**config.mk**
```make
export PLATFORM = sky130hd
export DESIGN_NAME = wb_stage
export DESIGN_NICKNAME = d
export VERILOG_FILES = /design/src/rtl/wb_stage_pkg.sv /design/src/rtl/wb_stage_load_align.sv /design/src/rtl/wb_stage.sv
export SDC_FILE = /design/constraint.sdc
export NUM_CORES = 1
export LEC_CHECK = 0
export CAP_MARGIN = 15
export CORE_ASPECT_RATIO = 0.8
export CORE_MARGIN = 4
export CORE_UTILIZATION = 40
export CTS_BUF_LIST = sky130_fd_sc_hd__clkbuf_4
export CTS_CLUSTER_SIZE = 14
export DETAILED_ROUTE_END_ITERATION = 16
export HOLD_SLACK_MARGIN = 0.12
export MAX_ROUTING_LAYER = met4
export PLACE_DENSITY = 0.74
export SYNTH_ARGS = -nofsm -noshare
export SYNTH_HDL_FRONTEND = slang
export SYNTH_SLANG_ARGS = --single-unit
export TNS_END_PERCENT = 10
```
**constraint.sdc**
```tcl
create_clock -name clk -period 5 [get_ports clk]
set_input_delay 0.75 -clock clk [delete_from_list [all_inputs] [get_ports clk]]
set_output_delay 0.75 -clock clk [all_outputs]
set_load 0.03 [all_outputs]
```
**src/rtl/wb_stage_pkg.sv**
```systemverilog
// Shared constants for the write-back stage: load op encodings and reset word.
package wb_stage_pkg;

    localparam logic [31:0] ZERO_WORD = 32'h0000_0000;

    localparam logic [2:0] LB_OP  = 3'b000;
    localparam logic [2:0] LBU_OP = 3'b001;
    localparam logic [2:0] LH_OP  = 3'b010;
    localparam logic [2:0] LHU_OP = 3'b011;
    localparam logic [2:0] LW_OP  = 3'b100;

endpackage

```
**src/rtl/wb_stage_load_align.sv**
```systemverilog
// Combinational load alignment: selects the byte or halfword at the load
// address and sign- or zero-extends it. Unknown ops behave as LW.
module load_align
    import wb_stage_pkg::*;
#(
    parameter int DW = 32
) (
    input  logic [2:0]    op_i,
    input  logic [1:0]    addr_lo_i,
    input  logic [DW-1:0] rd_i,
    output logic [DW-1:0] data_o
);

    logic [7:0]  byte_sel;
    logic [15:0] half_sel;

    always_comb begin
        byte_sel = rd_i[{addr_lo_i, 3'b000} +: 8];
        // Halfword misalignment is trapped upstream, so addr_lo[0] is ignored.
        half_sel = addr_lo_i[1] ? rd_i[31:16] : rd_i[15:0];
        case (op_i)
            LB_OP:   data_o = {{(DW-8){byte_sel[7]}}, byte_sel};
            LBU_OP:  data_o = {{(DW-8){1'b0}}, byte_sel};
            LH_OP:   data_o = {{(DW-16){half_sel[15]}}, half_sel};
            LHU_OP:  data_o = {{(DW-16){1'b0}}, half_sel};
            default: data_o = rd_i;
        endcase
    end

endmodule

```
**src/rtl/wb_stage.sv**
```systemverilog
// Write-back stage: registers the MEM result, merges SRAM load data (buffered
// across stalls), and drives the regfile write port plus the debug trace.
module wb_stage
    import wb_stage_pkg::*;
#(
    parameter int AW = 5,
    parameter int DW = 32
) (
    input  logic          clk,
    input  logic          rst,
    input  logic          stall,
    input  logic          flush,
    input  logic          mem_valid,
    input  logic [31:0]   mem_pc,
    input  logic          mem_we,
    input  logic [AW-1:0] mem_waddr,
    input  logic [DW-1:0] mem_wdata,
    input  logic          mem_load,
    input  logic [2:0]    mem_load_op,
    input  logic [1:0]    mem_addr_lo,
    input  logic [DW-1:0] data_sram_rdata,
    output logic          rf_we,
    output logic [AW-1:0] rf_waddr,
    output logic [DW-1:0] rf_wdata,
    output logic [31:0]   debug_wb_pc,
    output logic [3:0]    debug_wb_rf_wen,
    output logic [AW-1:0] debug_wb_rf_wnum,
    output logic [DW-1:0] debug_wb_rf_wdata
);

    logic          valid_q, valid_d;
    logic [31:0]   pc_q, pc_d;
    logic          we_q, we_d;
    logic [AW-1:0] waddr_q, waddr_d;
    logic [DW-1:0] wdata_q, wdata_d;
    logic          load_q, load_d;
    logic [2:0]    op_q, op_d;
    logic [1:0]    addr_lo_q, addr_lo_d;
    logic          buf_valid_q, buf_valid_d;
    logic [DW-1:0] rbuf_q, rbuf_d;

    logic [DW-1:0] rd;
    logic [DW-1:0] aligned;

    always_comb begin
        valid_d     = valid_q;
        pc_d        = pc_q;
        we_d        = we_q;
        waddr_d     = waddr_q;
        wdata_d     = wdata_q;
        load_d      = load_q;
        op_d        = op_q;
        addr_lo_d   = addr_lo_q;
        buf_valid_d = buf_valid_q;
        rbuf_d      = rbuf_q;
        if (flush) begin
            valid_d     = 1'b0;
            buf_valid_d = 1'b0;
        end else if (stall) begin
            // SRAM output is only guaranteed in the first WB cycle; keep a copy.
            if (valid_q && load_q && !buf_valid_q) begin
                rbuf_d      = data_sram_rdata;
                buf_valid_d = 1'b1;
            end
        end else begin
            valid_d     = mem_valid;
            pc_d        = mem_pc;
            we_d        = mem_we;
            waddr_d     = mem_waddr;
            wdata_d     = mem_wdata;
            load_d      = mem_load;
            op_d        = mem_load_op;
            addr_lo_d   = mem_addr_lo;
            buf_valid_d = 1'b0;
        end
    end

    always_ff @(posedge clk) begin
        if (rst) begin
            valid_q     <= 1'b0;
            pc_q        <= '0;
            we_q        <= 1'b0;
            waddr_q     <= '0;
            wdata_q     <= '0;
            load_q      <= 1'b0;
            op_q        <= '0;
            addr_lo_q   <= '0;
            buf_valid_q <= 1'b0;
            rbuf_q      <= '0;
        end else begin
            valid_q     <= valid_d;
            pc_q        <= pc_d;
            we_q        <= we_d;
            waddr_q     <= waddr_d;
            wdata_q     <= wdata_d;
            load_q      <= load_d;
            op_q        <= op_d;
            addr_lo_q   <= addr_lo_d;
            buf_valid_q <= buf_valid_d;
            rbuf_q      <= rbuf_d;
        end
    end

    assign rd = buf_valid_q ? rbuf_q : data_sram_rdata;

    load_align #(.DW(DW)) u_load_align (
        .op_i      (op_q),
        .addr_lo_i (addr_lo_q),
        .rd_i      (rd),
        .data_o    (aligned)
    );

    assign rf_we    = valid_q && we_q && (waddr_q != '0);
    assign rf_waddr = waddr_q;
    assign rf_wdata = load_q ? aligned : wdata_q;

    assign debug_wb_pc       = valid_q ? pc_q : ZERO_WORD;
    assign debug_wb_rf_wen   = {4{rf_we}};
    assign debug_wb_rf_wnum  = rf_waddr;
    assign debug_wb_rf_wdata = rf_wdata;

endmodule
```
==> impl_metrics.ini <==
[run_status]
outcome = finished, final reports clean

[route]
via_per_inst = 5.28
drt_wl_total_mm = 18.8
drt-initial-drc-count = 359
drtPass1Iterations = 4
route.detailed.drc = 0
via_count = 5678
routedWlPerCell_um = 17.4
ant_nets = 0

[timing]
tightest_slew_ps = 1070
fmax_mhz = 237
finalCritPeriodShare_pct = 84.5
tns_ps = 0
maxSlewHeadroom_pct = 28.3
fin_skew_ps = 7.98
min_period_ps = 4230
rsz0062_at_grt = no
maxSlewViolCount = 0
setup_viol = 0
hold_viol = 0

[final_layout]
antennaDiodeCount = 0
fin_nets = 1000
register_area_mm2 = 0.00220
multi_input_area_mm2 = 0.00311
area_growth_pct = 34.5
drive_gt1_share_pct = 6.95
nFillCells = 1368
post-route-util_pct = 55.6

[synth]
synth_compound_area_share_pct = 16.9
ys_seq_area_share_pct = 36.8
synth-xor-area-share_pct = 0
ys_warn_count = 0
synthCells = 744
yosysUniqueCellTypes = 35
synth.avg_cell_area_um2 = 8.05
synth.area.mux_share_pct = 14.6
synthFlopType = dfxtp_1
synthSimpleGateAreaFrac_pct = 20.3
ys_ff_latch = 110
synth_top_area_share_pct = 36.8
async_flop_share_pct = 0
synth_common_cells = 232 x nand2_1, 118 x a21oi_1, 110 x dfxtp_1
synth.most_common_cell = nand2_1
synthTopCellsByArea = dfxtp_1 37%, nand2_1 15%, a21oi_1 9.9%
synth_nets = 857
synth_adder_area_share_pct = 0
synth_edf_count = 0
synth_top_family_by_area = simple AND/OR/NAND/NOR gates
synth_area_leader_cell = dfxtp_1
syn_area_mm2 = 0.00599

[clock_tree]
cts-resized-gates = 0
clock_latency_ps = 490
clk_pin_slew_ps = 160
cts_tree = yes
hold_buffers = 0
cts_setup_buffers = 0
h-tree-depth = 3
cts.sinks = 110
clock-root-buffer = clkbuf_4
cts_buffers = 9
clk_path_buf_depth = 2

[grt]
grt-ovfl-total = 0
gr-usage-all-layers_pct = 22.3
grt_max_degree = 66
antenna_found_initial = 0
grt_first_pass_wirelength_mm = 29.6
grt_pass1_vias = 5497

[floorplan]
io_pins = 224
initial_core_util_pct = 41.3
die_area_mm2 = 0.0170
coreArea_mm2 = 0.0145
die_w_um = 145
die-height_um = 117
rows = 39

[critical_path]
worstSetupStartpoint = addr_lo_q[1]
r2r_start = valid_q
rr_worst_depth = 4
cp-end-kind = output pin
worstPathArrival_ps = 3480
cp-start-kind = flop
timing.rr.end = rbuf_q[10]
path_class = flop to output pin
crit_path_max_fanout = 15
required_ps = 4250
regToRegSetupSlack_ps = 2940

[run]
maxCapViolCount = 0

[place]
port_buffers = 223
hpwlAfterDp_mm = 13.1
place_congestion = 0.863

[power]
p_per_area_mw_per_mm2 = 221
ir_drop_mv = 0.133
power_leakage_nw = 2.71
power.total_w = 0.00178

[hold_path]
min_delay_path_depth = 2
hold_path_class = flop to flop
hp-start = pc_q[19]
min_to = pc_q[19]
-- power by group --
| group | total (W) | internal [W] | switching, W |
|---|---|---|---|
| Combinational | 0.000451 | 0.000215 | 0.000236 |
| Clock | 0.000400 | 0.000102 | 0.000298 |
| Sequential | 0.000929 | 0.000906 | 0.0000229 |
-- metal layers --
metal / vias to the layer above / part of all wire, % / GRT usage (%)
met5: - / 0 / -
met1: 2678 / 44 / 30.2
li1: 2776 / - / -
met4: 0 / 1.5 / 5.07
met3: 17 / 7.2 / 5.12
met2: 207 / 47 / 34.0
-- sequential cells by signal, summed over array words and instances, names as in the netlist, 2 cells and up --
name              count
pc_q                 32
rbuf_q               32
wdata_q              32
debug_wb_rf_wnum      5
op_q                  3
addr_lo_q             2
-- stage by stage --
stage | cells | setup slack (ps) | cell area (µm²) | hold WS [ps]
detailed placement | 1060 | 923 | 7950 | 442
floorplan | 744 | 1940 | 5990 | 432
finish | 1076 | 774 | 8060 | 459
global route | 1076 | 529 | 8060 | 478
CTS | 1076 | 698 | 8060 | 463
global placement | 1060 | 948 | 7950 | 437
-- cell families after synthesis --
logic type | Yosys count
simple gates | 289
mux | 57
flops | 110
compound gates | 162
buf+inv | 126
-- critical path, stage by stage (launching register included) --
cell,delay [ps]
dfxtp_1,790
mux4_2,600
mux2i_1,130
or3_1,390
buf_4,300
o221ai_2,140
clkdlybuf4s50_1,630
-- cell usage in the layout, fill, tap and decap left out, types with 10 or more instances in the layout --
cell type        instances
o221ai_2                10
buf_4                   13
dfxtp_1                108
inv_1                   23
clkdlybuf4s50_1        222
a21oi_1                118
mux4_2                  16
nand2_1                232
mux2i_1                 28
and2_1                  32
o221ai_1                14
clkbuf_4                10
-- area by class of cell --
cell class / instances / share of cell area [%]
clock buffer: 10 / 0.932
timing repair buffer: 235 / 28.8
inverter: 23 / 1.07
tap: 184 / 2.86
sequential: 110 / 27.4
multi-input combinational: 508 / 38.6
clock inverter: 6 / 0.357
-- how the worst max path moves through the flow --
stage	depth (start not counted)	endpoint	slack (ps)
final	6	rf_wdata[25]	770
after global routing	6	debug_wb_rf_wdata[25]	530
after CTS	6	rf_wdata[25]	700
after detailed placement	7	rf_wdata[25]	920
after global placement	7	rf_wdata[29]	950
after floorplan	5	rf_wdata[15]	1940
Note: power is estimated with default switching activity, not from simulation.
